<file path="src/rtl/aes_key_expand_ctrl_pkg.sv">
// Shared types and constants for the AES-128 round-key sequencer:
// FSM state encoding, round count, rcon constants, xtime and the S-box.
package aes_key_pkg;

   localparam int unsigned AES128_ROUNDS = 10;
   localparam logic [7:0]  RCON_INIT     = 8'h01;
   localparam logic [7:0]  RCON_POLY     = 8'h1b;

   typedef enum logic [2:0] {
      ST_IDLE,
      ST_CLEAR,
      ST_LOAD,
      ST_EXPAND,
      ST_CHECK
   } key_state_e;

   // Index 0 is the leftmost byte of the concatenation.
   localparam logic [0:255][7:0] SBOX = {
      8'h63, 8'h7c, 8'h77, 8'h7b, 8'hf2, 8'h6b, 8'h6f, 8'hc5, 8'h30, 8'h01, 8'h67, 8'h2b, 8'hfe, 8'hd7, 8'hab, 8'h76,
      8'hca, 8'h82, 8'hc9, 8'h7d, 8'hfa, 8'h59, 8'h47, 8'hf0, 8'had, 8'hd4, 8'ha2, 8'haf, 8'h9c, 8'ha4, 8'h72, 8'hc0,
      8'hb7, 8'hfd, 8'h93, 8'h26, 8'h36, 8'h3f, 8'hf7, 8'hcc, 8'h34, 8'ha5, 8'he5, 8'hf1, 8'h71, 8'hd8, 8'h31, 8'h15,
      8'h04, 8'hc7, 8'h23, 8'hc3, 8'h18, 8'h96, 8'h05, 8'h9a, 8'h07, 8'h12, 8'h80, 8'he2, 8'heb, 8'h27, 8'hb2, 8'h75,
      8'h09, 8'h83, 8'h2c, 8'h1a, 8'h1b, 8'h6e, 8'h5a, 8'ha0, 8'h52, 8'h3b, 8'hd6, 8'hb3, 8'h29, 8'he3, 8'h2f, 8'h84,
      8'h53, 8'hd1, 8'h00, 8'hed, 8'h20, 8'hfc, 8'hb1, 8'h5b, 8'h6a, 8'hcb, 8'hbe, 8'h39, 8'h4a, 8'h4c, 8'h58, 8'hcf,
      8'hd0, 8'hef, 8'haa, 8'hfb, 8'h43, 8'h4d, 8'h33, 8'h85, 8'h45, 8'hf9, 8'h02, 8'h7f, 8'h50, 8'h3c, 8'h9f, 8'ha8,
      8'h51, 8'ha3, 8'h40, 8'h8f, 8'h92, 8'h9d, 8'h38, 8'hf5, 8'hbc, 8'hb6, 8'hda, 8'h21, 8'h10, 8'hff, 8'hf3, 8'hd2,
      8'hcd, 8'h0c, 8'h13, 8'hec, 8'h5f, 8'h97, 8'h44, 8'h17, 8'hc4, 8'ha7, 8'h7e, 8'h3d, 8'h64, 8'h5d, 8'h19, 8'h73,
      8'h60, 8'h81, 8'h4f, 8'hdc, 8'h22, 8'h2a, 8'h90, 8'h88, 8'h46, 8'hee, 8'hb8, 8'h14, 8'hde, 8'h5e, 8'h0b, 8'hdb,
      8'he0, 8'h32, 8'h3a, 8'h0a, 8'h49, 8'h06, 8'h24, 8'h5c, 8'hc2, 8'hd3, 8'hac, 8'h62, 8'h91, 8'h95, 8'he4, 8'h79,
      8'he7, 8'hc8, 8'h37, 8'h6d, 8'h8d, 8'hd5, 8'h4e, 8'ha9, 8'h6c, 8'h56, 8'hf4, 8'hea, 8'h65, 8'h7a, 8'hae, 8'h08,
      8'hba, 8'h78, 8'h25, 8'h2e, 8'h1c, 8'ha6, 8'hb4, 8'hc6, 8'he8, 8'hdd, 8'h74, 8'h1f, 8'h4b, 8'hbd, 8'h8b, 8'h8a,
      8'h70, 8'h3e, 8'hb5, 8'h66, 8'h48, 8'h03, 8'hf6, 8'h0e, 8'h61, 8'h35, 8'h57, 8'hb9, 8'h86, 8'hc1, 8'h1d, 8'h9e,
      8'he1, 8'hf8, 8'h98, 8'h11, 8'h69, 8'hd9, 8'h8e, 8'h94, 8'h9b, 8'h1e, 8'h87, 8'he9, 8'hce, 8'h55, 8'h28, 8'hdf,
      8'h8c, 8'ha1, 8'h89, 8'h0d, 8'hbf, 8'he6, 8'h42, 8'h68, 8'h41, 8'h99, 8'h2d, 8'h0f, 8'hb0, 8'h54, 8'hbb, 8'h16
   };

   // Multiply by x in GF(2^8) with the AES reduction polynomial.
   function automatic logic [7:0] xtime(input logic [7:0] b);
      return {b[6:0], 1'b0} ^ (b[7] ? RCON_POLY : 8'h00);
   endfunction

endpackage

</file>
<file path="src/rtl/aes_key_expand_ctrl_if.sv">
// Host/config and key-memory signals of the round-key sequencer.
// master: the sequencer; slave: host plus key memory.
interface aes_key_expand_ctrl_if #(
   parameter int unsigned ADDR_W = 4,
   parameter int unsigned SLOTS  = 15
);
   logic              start;
   logic [127:0]      key_in;
   logic              busy;
   logic              done;
   logic              key_err;
   logic              km_reset_valid_bits;
   logic              km_w_en;
   logic [ADDR_W-1:0] km_waddr;
   logic [127:0]      km_wkey;
   logic [SLOTS-1:0]  km_valid_bits;

   modport master (
      input  start, key_in, km_valid_bits,
      output busy, done, key_err, km_reset_valid_bits, km_w_en, km_waddr, km_wkey
   );

   modport slave (
      output start, key_in, km_valid_bits,
      input  busy, done, key_err, km_reset_valid_bits, km_w_en, km_waddr, km_wkey
   );
endinterface

</file>
<file path="src/rtl/aes_key_expand_ctrl_subword.sv">
// SubWord: four parallel S-box lookups on a 32-bit word.
module aes_key_subword
   import aes_key_pkg::*;
(
   input  logic [31:0] word,
   output logic [31:0] sub
);

   // Byte-wise S-box substitution.
   always_comb begin
      sub = '0;
      for (int unsigned i = 0; i < 4; i++) begin
         sub[8*i +: 8] = SBOX[word[8*i +: 8]];
      end
   end

endmodule

</file>
<file path="src/rtl/aes_key_expand_ctrl.sv">
// AES-128 round-key sequencer: clears the key memory's valid bits, writes
// the cipher key to slot 0, then one expanded round key per cycle to slots
// 1..NUM_ROUNDS, and finally checks the returned valid bits.
// Optional macro KEY_REUSE_EN: a repeated start with the last successfully
// expanded key skips expansion and only pulses done.
module aes_key_expand_ctrl
   import aes_key_pkg::*;
#(
   parameter int unsigned NUM_ROUNDS = AES128_ROUNDS,
   parameter int unsigned ADDR_W     = 4,
   parameter int unsigned SLOTS      = 15
) (
   input logic                  clk,
   input logic                  reset,
   aes_key_expand_ctrl_if.master bus
);

   localparam logic [SLOTS-1:0] VALID_MASK = SLOTS'((1 << (NUM_ROUNDS + 1)) - 1);

   key_state_e        state;
   logic [127:0]      key_q;
   logic [31:0]       w0, w1, w2, w3;
   logic [ADDR_W-1:0] round;
   logic [7:0]        rcon;
   logic [31:0]       rot_w, sub_w, t_w, n0, n1, n2, n3;
   logic              valid_ok;
`ifdef KEY_REUSE_EN
   logic [127:0]      held_key;
   logic              reuse_vld;
   logic              reuse_hit;
`endif

   assign rot_w = {w3[23:0], w3[31:24]};

   aes_key_subword u_subword (
      .word (rot_w),
      .sub  (sub_w)
   );

   // Next round key from the working words and current rcon.
   always_comb begin
      t_w = sub_w ^ {rcon, 24'h0};
      n0  = w0 ^ t_w;
      n1  = w1 ^ n0;
      n2  = w2 ^ n1;
      n3  = w3 ^ n2;
   end

   // Slots above NUM_ROUNDS are forced to ones so they never fail the check.
   assign valid_ok = &(bus.km_valid_bits | ~VALID_MASK);

   // Sequencer FSM; every output is registered and set on entry to its state.
   always_ff @(posedge clk) begin
      if (reset) begin
         state                   <= ST_IDLE;
         bus.busy                <= 1'b0;
         bus.done                <= 1'b0;
         bus.key_err             <= 1'b0;
         bus.km_reset_valid_bits <= 1'b0;
         bus.km_w_en             <= 1'b0;
         bus.km_waddr            <= '0;
         bus.km_wkey             <= '0;
         key_q                   <= '0;
         {w0, w1, w2, w3}        <= '0;
         round                   <= '0;
         rcon                    <= RCON_INIT;
`ifdef KEY_REUSE_EN
         held_key                <= '0;
         reuse_vld               <= 1'b0;
         reuse_hit               <= 1'b0;
`endif
      end else begin
         bus.done                <= 1'b0;
         bus.km_reset_valid_bits <= 1'b0;
         case (state)
            ST_IDLE: begin
               bus.busy    <= 1'b0;
               bus.km_w_en <= 1'b0;
               if (bus.start) begin
                  bus.busy         <= 1'b1;
                  bus.key_err      <= 1'b0;
                  key_q            <= bus.key_in;
                  {w0, w1, w2, w3} <= bus.key_in;
`ifdef KEY_REUSE_EN
                  if (reuse_vld && (bus.key_in == held_key)) begin
                     reuse_hit <= 1'b1;
                     state     <= ST_CHECK;
                  end else begin
                     reuse_hit               <= 1'b0;
                     bus.km_reset_valid_bits <= 1'b1;
                     state                   <= ST_CLEAR;
                  end
`else
                  bus.km_reset_valid_bits <= 1'b1;
                  state                   <= ST_CLEAR;
`endif
               end
            end
            ST_CLEAR: begin
               bus.km_w_en  <= 1'b1;
               bus.km_waddr <= '0;
               bus.km_wkey  <= key_q;
               state        <= ST_LOAD;
            end
            ST_LOAD: begin
               // Round 1 is computed here so its write is presented on EXPAND entry.
               bus.km_w_en      <= 1'b1;
               bus.km_waddr     <= ADDR_W'(1);
               bus.km_wkey      <= {n0, n1, n2, n3};
               {w0, w1, w2, w3} <= {n0, n1, n2, n3};
               rcon             <= xtime(rcon);
               round            <= ADDR_W'(1);
               state            <= ST_EXPAND;
            end
            ST_EXPAND: begin
               if (round == ADDR_W'(NUM_ROUNDS)) begin
                  bus.km_w_en <= 1'b0;
                  state       <= ST_CHECK;
               end else begin
                  bus.km_w_en      <= 1'b1;
                  bus.km_waddr     <= round + ADDR_W'(1);
                  bus.km_wkey      <= {n0, n1, n2, n3};
                  {w0, w1, w2, w3} <= {n0, n1, n2, n3};
                  rcon             <= xtime(rcon);
                  round            <= round + ADDR_W'(1);
               end
            end
            ST_CHECK: begin
               bus.done    <= 1'b1;
               bus.km_w_en <= 1'b0;
               rcon        <= RCON_INIT;
               round       <= '0;
               state       <= ST_IDLE;
`ifdef KEY_REUSE_EN
               if (!reuse_hit) begin
                  bus.key_err <= ~valid_ok;
                  reuse_vld   <= valid_ok;
                  if (valid_ok) begin
                     held_key <= key_q;
                  end
               end
               reuse_hit <= 1'b0;
`else
               bus.key_err <= ~valid_ok;
`endif
            end
            default: state <= ST_IDLE;
         endcase
      end
   end

endmodule

</file>
<file path="src/flat_wrapper.sv">
// flat-port wrapper written by rule: the top's interface ports become plain ports
module aes_key_expand_ctrl_flat import aes_key_pkg::*;
#(
   parameter int unsigned NUM_ROUNDS = AES128_ROUNDS,
   parameter int unsigned ADDR_W     = 4,
   parameter int unsigned SLOTS      = 15
)
  (clk, reset, bus_start, bus_key_in, bus_km_valid_bits, bus_busy, bus_done, bus_key_err, bus_km_reset_valid_bits, bus_km_w_en, bus_km_waddr, bus_km_wkey);
  aes_key_expand_ctrl_if #(.ADDR_W(ADDR_W), .SLOTS(SLOTS)) bus_i ();
  input logic clk;
  input logic reset;
  input wire logic [$bits(bus_i.start)-1:0] bus_start;
  input wire logic [$bits(bus_i.key_in)-1:0] bus_key_in;
  input wire logic [$bits(bus_i.km_valid_bits)-1:0] bus_km_valid_bits;
  output wire logic [$bits(bus_i.busy)-1:0] bus_busy;
  output wire logic [$bits(bus_i.done)-1:0] bus_done;
  output wire logic [$bits(bus_i.key_err)-1:0] bus_key_err;
  output wire logic [$bits(bus_i.km_reset_valid_bits)-1:0] bus_km_reset_valid_bits;
  output wire logic [$bits(bus_i.km_w_en)-1:0] bus_km_w_en;
  output wire logic [$bits(bus_i.km_waddr)-1:0] bus_km_waddr;
  output wire logic [$bits(bus_i.km_wkey)-1:0] bus_km_wkey;
  assign bus_i.start = bus_start;
  assign bus_i.key_in = bus_key_in;
  assign bus_i.km_valid_bits = bus_km_valid_bits;
  assign bus_busy = bus_i.busy;
  assign bus_done = bus_i.done;
  assign bus_key_err = bus_i.key_err;
  assign bus_km_reset_valid_bits = bus_i.km_reset_valid_bits;
  assign bus_km_w_en = bus_i.km_w_en;
  assign bus_km_waddr = bus_i.km_waddr;
  assign bus_km_wkey = bus_i.km_wkey;
  aes_key_expand_ctrl #(.NUM_ROUNDS(NUM_ROUNDS), .ADDR_W(ADDR_W), .SLOTS(SLOTS)) u_core (.clk(clk), .reset(reset), .bus(bus_i));
endmodule
</file>
<file path="config.mk">
export PLATFORM = sky130hd
export DESIGN_NAME = aes_key_expand_ctrl_flat
export DESIGN_NICKNAME = d
export VERILOG_FILES = /design/src/rtl/aes_key_expand_ctrl_pkg.sv /design/src/rtl/aes_key_expand_ctrl_if.sv /design/src/rtl/aes_key_expand_ctrl_subword.sv /design/src/rtl/aes_key_expand_ctrl.sv /design/src/flat_wrapper.sv
export SDC_FILE = /design/constraint.sdc
export NUM_CORES = 2
export LEC_CHECK = 0
export BUFFER_PORTS_ARGS = -buffer_cell sky130_fd_sc_hd__clkbuf_2
export CAP_MARGIN = 20
export CORE_MARGIN = 8
export CORE_UTILIZATION = 45
export CTS_CLUSTER_DIAMETER = 80
export DETAILED_ROUTE_END_ITERATION = 10
export SLEW_MARGIN = 20
export SYNTH_ARGS = -nofsm -noshare
export SYNTH_HDL_FRONTEND = slang
export SYNTH_SLANG_ARGS = --single-unit
</file>
<file path="constraint.sdc">
create_clock -name clk -period 10.1 [get_ports clk]
set_clock_uncertainty 0.05 [all_clocks]
set_input_delay 0 -clock clk [delete_from_list [all_inputs] [get_ports clk]]
set_output_delay 0 -clock clk [all_outputs]
set_load 0.03 [all_outputs]
</file>
## After elaboration in Yosys (flattened, before gate mapping)

Memories as Yosys holds them, arrays and structs flattened.
Index checks and enable logic that the tools add are counted.

- Word-level logic and storage cells: 97
- Register bits after elaboration: 408
- Output and inout bits: 137
- Memories: 4
- Memory bits (read-only): 8192

Memory list:

| name | depth | bits a word | rd ports | clocked after memory_dff | write ports | RTL line | text |
|---|---|---|---|---|---|---|---|
| (no name shown) | 256 | 8 | 1 | 0 | 0 | aes_key_expand_ctrl_subword.sv:13 | `sub[8*i +: 8] = SBOX[word[8*i +: 8]];` |
| (no name shown) | 256 | 8 | 1 | 0 | 0 | aes_key_expand_ctrl_subword.sv:13 |  |
| (no name shown) | 256 | 8 | 1 | 0 | 0 | aes_key_expand_ctrl_subword.sv:13 |  |
| (no name shown) | 256 | 8 | 1 | 0 | 0 | aes_key_expand_ctrl_subword.sv:13 |  |

- Reduce and logical (&&, ||, !) cells: 16
- Eq/ne operators: 8
- Bitwise operators: 12
- Mux-type cells: 37
- Add/subtract/negate cells: 1
- Order comparisons: 4

Operators by type and width:

| kind | count |
|---|---|
| one-hot mux 128 bit (3 select lines) | 1 |
| one-hot mux 32 bit (3 select lines) | 4 |
| two-way mux 32 bit | 8 |
| XOR 32 bit | 5 |
| two-way mux 128 bit | 1 |
| two-way mux 8 bit | 9 |
| greater-or-equal comparator 9 bit (second input constant) | 4 |
| NOT 8 -> 9 bit | 4 |
| one-hot mux 4 bit (3 select lines) | 2 |
| one-hot mux 8 bit (3 select lines) | 1 |
| one-hot mux 3 bit (4 select lines) | 1 |
| nonzero test 3 bit | 4 |
| AND reduction 11 bit | 1 |
| AND reduction 2 bit | 5 |
| XOR 8 bit | 1 |
| == test 3 x 2 -> 1 bit (second input constant) | 2 |
| two-way mux 3 bit | 2 |
| OR reduction 2 bit | 3 |
| two-way mux 5 bit | 1 |
| adder 4 x 1 -> 4 bit (second input constant) | 1 |
| == test 4 bit (second input constant) | 1 |
| two-way mux 1 bit | 4 |
| two-way mux 4 bit | 1 |
| inequality test 2 bit (second input constant) | 2 |
| 9 further kinds | 10 |

## Logic depth before layout (Yosys ltp)

- Word-level depth: 11
- Mapped depth: 16

## Cells and area by module

Synthesis repeated with hierarchy kept, for this count alone.

- Cell total of the unflattened synthesis: 4312
- Area, all modules: 32354.8 um2

Modules (own cells, without submodules):

| module | instances | sequential area each (um2) | cells each | area an instance (um2) |
|---|---|---|---|---|
| aes_key_expand_ctrl | 1 | 8167.8 | 2086 | 18870.6 |
| aes_key_subword | 1 | 0.0 | 2226 | 13484.2 |

## Worst setup path before layout

Ideal clock, no wire load.

- Path type: register to register
- Start point: register u_core.w3[25]
- End point: register u_core.w3[0]
- Data required time: 9.919 ns
- Path slack: 6.123 ns
- Cell stages (with the launch flop): 15
- Arrival time: 3.796 ns
- Path buffers: 3
- Library setup time: 0.131 ns
- Path through: dfxtp_1 buf_2 clkinv_1 ha_1 clkbuf_1 clkbuf_1 nand2_1 a311oi_1 a211oi_1 a211o_1 a31oi_1 xnor3_1 xor2_1 a41oi_1 o31ai_1

- Cells in the longest elaborated chain, start to end: 11

RTL lines:

| what | RTL line | text |
|---|---|---|
| start: declaration | aes_key_expand_ctrl.sv:22 | `logic [31:0] w0, w1, w2, w3;` |
| start signal: assignment | aes_key_expand_ctrl.sv:83 | `{w0, w1, w2, w3} <= bus.key_in;` |
| start signal: assignment | aes_key_expand_ctrl.sv:110 | `{w0, w1, w2, w3} <= {n0, n1, n2, n3};` |
| start signal: assignment | aes_key_expand_ctrl.sv:123 | `{w0, w1, w2, w3} <= {n0, n1, n2, n3};` |
| NOT 8 -> 9 bit (not written as such) * | aes_key_expand_ctrl_subword.sv:13 |  |
| memory (256 x 8 bit) * | - |  |
| two-way mux 8 bit (not written as such) * (2 in a row) | aes_key_expand_ctrl_subword.sv:13 |  |
| XOR 32 bit * | aes_key_expand_ctrl.sv:42 | `t_w = sub_w ^ {rcon, 24'h0};` |
| XOR 32 bit * | aes_key_expand_ctrl.sv:43 | `n0 = w0 ^ t_w;` |
| XOR 32 bit * | aes_key_expand_ctrl.sv:44 | `n1 = w1 ^ n0;` |
| XOR 32 bit * | aes_key_expand_ctrl.sv:45 | `n2 = w2 ^ n1;` |
| XOR 32 bit * | aes_key_expand_ctrl.sv:46 | `n3 = w3 ^ n2;` |
| two-way mux 32 bit | aes_key_expand_ctrl.sv:116 | `if (round == ADDR_W'(NUM_ROUNDS)) begin` |
| one-hot mux 32 bit (3 select lines) * | aes_key_expand_ctrl.sv:75 | `case (state)` |

Mark *: on every way between the ends. The rest lies on a longest branch, timed or not. The select of a mux whose other input is x is not followed.
A chain may end at the register's enable or synchronous reset.

## Worst setup path in the final report

- Start point: register u_core.w3[25]
- End point: register u_core.bus.km_wkey[4]

- Cells in the longest elaborated chain, start to end: 11

RTL lines:

| what | RTL line | text |
|---|---|---|
| NOT 8 -> 9 bit (not written as such) * | aes_key_expand_ctrl_subword.sv:13 |  |
| memory (256 x 8 bit) * | - |  |
| two-way mux 8 bit (not written as such) * (2 in a row) | aes_key_expand_ctrl_subword.sv:13 |  |
| XOR 32 bit * | aes_key_expand_ctrl.sv:42 |  |
| XOR 32 bit * | aes_key_expand_ctrl.sv:43 |  |
| XOR 32 bit * | aes_key_expand_ctrl.sv:44 |  |
| XOR 32 bit * | aes_key_expand_ctrl.sv:45 |  |
| XOR 32 bit * | aes_key_expand_ctrl.sv:46 |  |
| two-way mux 128 bit | aes_key_expand_ctrl.sv:116 |  |
| one-hot mux 128 bit (3 select lines) * | aes_key_expand_ctrl.sv:75 |  |
| end signal: assignment | aes_key_expand_ctrl.sv:102 | `bus.km_wkey <= key_q;` |
| end signal: assignment | aes_key_expand_ctrl.sv:109 | `bus.km_wkey <= {n0, n1, n2, n3};` |
| end signal: assignment | aes_key_expand_ctrl.sv:122 | `bus.km_wkey <= {n0, n1, n2, n3};` |
| end: declaration | aes_key_expand_ctrl_if.sv:20 | `output busy, done, key_err, km_reset_valid_bits, km_w_en, km_waddr, km_wkey` |

Marks and branches as above.

==> flow_summary.json <==
{
  "hold_viol": 0,
  "worstRegToRegCells": 12,
  "fmax_mhz": 172,
  "grt_max_degree": 131,
  "p_per_area_nw_per_um2": 213,
  "hp-start": "bus_key_in[65]",
  "portBuffers": 278,
  "grt_pass1_wl_mm": 224,
  "tightest_slew_ps": 1100,
  "power.leakage_nw": 14.4,
  "final_util_pct": 50.6,
  "p_total_mw": 8.12,
  "async_flop_share_pct": 0,
  "cts-htree-levels": 2,
  "syn_area_per_cell_um2": 7.55,
  "final_area_um2": 38200,
  "fp.dieW_um": 291,
  "avgRoutedWirePerCell_um": 26.9,
  "synth-seq-cells": 408,
  "worstReg2RegStart": "u_core.w3[25]",
  "rsz0062_at_grt": "no",
  "drive_gt1_share_pct": 13.1,
  "ant_nets": 0,
  "worstPathArrival_ps": 6310,
  "seq_area_frac_synth_pct": 24.0,
  "ir_drop_mv": 0.126,
  "start_util_pct": 45.2,
  "avgViaCountPerCell": 6.81,
  "start_kind": "flop",
  "die_h_um": 291,
  "dpl.hpwl_mm": 97.5,
  "period_share_pct": 57.6,
  "ff2ff_setup_slack_ps": 4280,
  "fin_crit_ps": 5820,
  "cts_resized": 0,
  "dieArea_um2": 84800,
  "num_vias": 37900,
  "synth.distinct_cells": 101,
  "cts_buffers": 49,
  "synth_edf_count": 0,
  "core_um2": 75400,
  "syn-num-nets": 4718,
  "grt_pass1_vias": 34800,
  "timing.setup.critical_path_class": "reg -> reg",
  "drt-total-wl_mm": 149,
  "min_to": "u_core.key_q[65]",
  "cts_root_buf": "clkbuf_16",
  "run_status": "complete, no violations",
  "yosysWarnings": 0,
  "maxSlewViolCount": 0,
  "worstSkewPairLatency_ps": 610,
  "netlist_area_um2": 34100,
  "overflow": 0,
  "holdCritPathClass": "in -> reg",
  "setup_slack_ps": 4280,
  "min_path_cells": 3,
  "cts_tree": "yes",
  "clkTransAtPathRegs_ps": 60,
  "setup_viol": 0,
  "path_max_fanout": 40,
  "antenna_found_initial": 2,
  "layout_commonest_cell": "dfxtp_1",
  "drt_first_pass_iters": 7,
  "fin_cells": 5557,
  "synth_flop_cell": "dfxtp_1",
  "place_inst": 5337,
  "postPlaceCellArea_um2": 35400,
  "area_delta_synth_final_pct": 12.1,
  "clock_path_buffers": 3,
  "num_io_pins": 283,
  "gp_congestion": 1.03,
  "rr_endpoint": "u_core.bus.km_wkey[4]",
  "drv_cap": 0,
  "end_kind": "flop",
  "drc": 0,
  "dpl_worst_slack_ps": 4500,
  "slew_headroom_pct": 26.0,
  "drt_iter0_drc": 5307,
  "nNetsFinal": 4749,
  "holdWs_ps": 110,
  "tns_ps": 0,
  "gr-usage-all-layers_pct": 33.0,
  "cts_sinks": 408,
  "required_ps": 10590,
  "rows": 101,
  "syn_inst": 4510,
  "final_cell_mix": "394 x dfxtp_1, 371 x nand2_1, 344 x o21ai_0"
}
## how the worst max path moves through the flow
stage	from	endpoint	slack [ps]	cells past startpoint
floorplan	u_core.w3[25]	u_core.w3[0]	6120	14
global placement	u_core.w3[0]	u_core.w2[10]	4510	12
detailed placement	u_core.w3[0]	u_core.w2[10]	4500	12
CTS	u_core.w3[0]	u_core.w2[10]	4480	12
global route	u_core.w3[25]	u_core.w3[0]	3990	12
finish	u_core.w3[25]	u_core.bus.km_wkey[4]	4280	12
## where the power goes
group	leakage, nW	internal (mW)	total, mW	switching [mW]
sequential	3.36	1.80	2.05	0.249
combinational	10.3	1.53	4.34	2.81
clock	0.750	0.984	1.73	0.744
## area by class of cell
class	instances	area [um^2]
fill	7450	37300
multi-input combinational	3525	23600
sequential	408	8200
timing repair buffer	493	3380
clock buffer	74	1400
tap	978	1220
inverter	64	243
clock inverter	14	120
antenna	1	2.50
## registers in the layout (all words and copies together) (netlist names)
register,cells
u_core.bus.km_wkey,128
u_core.key_q,128
u_core.w0,32
u_core.w1,32
u_core.w2,32
u_core.w3,32
u_core.rcon,8
u_core.bus.km_waddr,4
u_core.round,4
u_core.state,3
u_core.bus.busy,1
u_core.bus.done,1
u_core.bus.key_err,1
u_core.bus.km_reset_valid_bits,1
u_core.bus.km_w_en,1
## kinds of logic after synthesis
logic type,share of synthesized area (%)
AOI/OAI and AO/OA,33.9
xor gates and xnor gates,5.21
adders and majority gates,2.31
buffers and inverters,6.96
DFF,24.0
muxes,5.45
and+or+nand+nor,22.2
## per-layer routing
layer,vias up,wire [um],track usage [%]
li1,17000,-,-
met1,18000,61500,45.1
met2,2345,63400,49.2
met3,450,16400,7.02
met4,2,8100,15.4
met5,-,9,0
## synth_stat cells, drive strengths merged, types with 107 or more instances
master	count	area, um^2
a21oi	289	1450
a22o	145	1270
a31oi	107	669
buf	179	878
clkbuf	334	1250
dfxtp	408	8170
nand2	374	1400
nand2b	117	732
nand3	118	591
nor2	340	1280
nor2b	111	694
nor3	153	766
o21ai	347	1740
## worst max-delay path, cell delays in order, from the launching register on
cell      delay, ps
dfxtp_2         920
clkinv_1        850
ha_1            560
buf_4           230
nand2b_1        450
a32oi_1         180
and3_1          240
nor4_1          590
a31oi_1         240
xnor2_2         650
xnor3_1         440
a21o_1          180
a21oi_1         130
## what timing repair did
action / 4_1_cts / 5_1_grt
buffers inserted: 0 / 0
endpoints found under the hold margin: 258 / 0
hold buffers: 131 / 0
No activity file was read; power rests on OpenSTA's default activity.
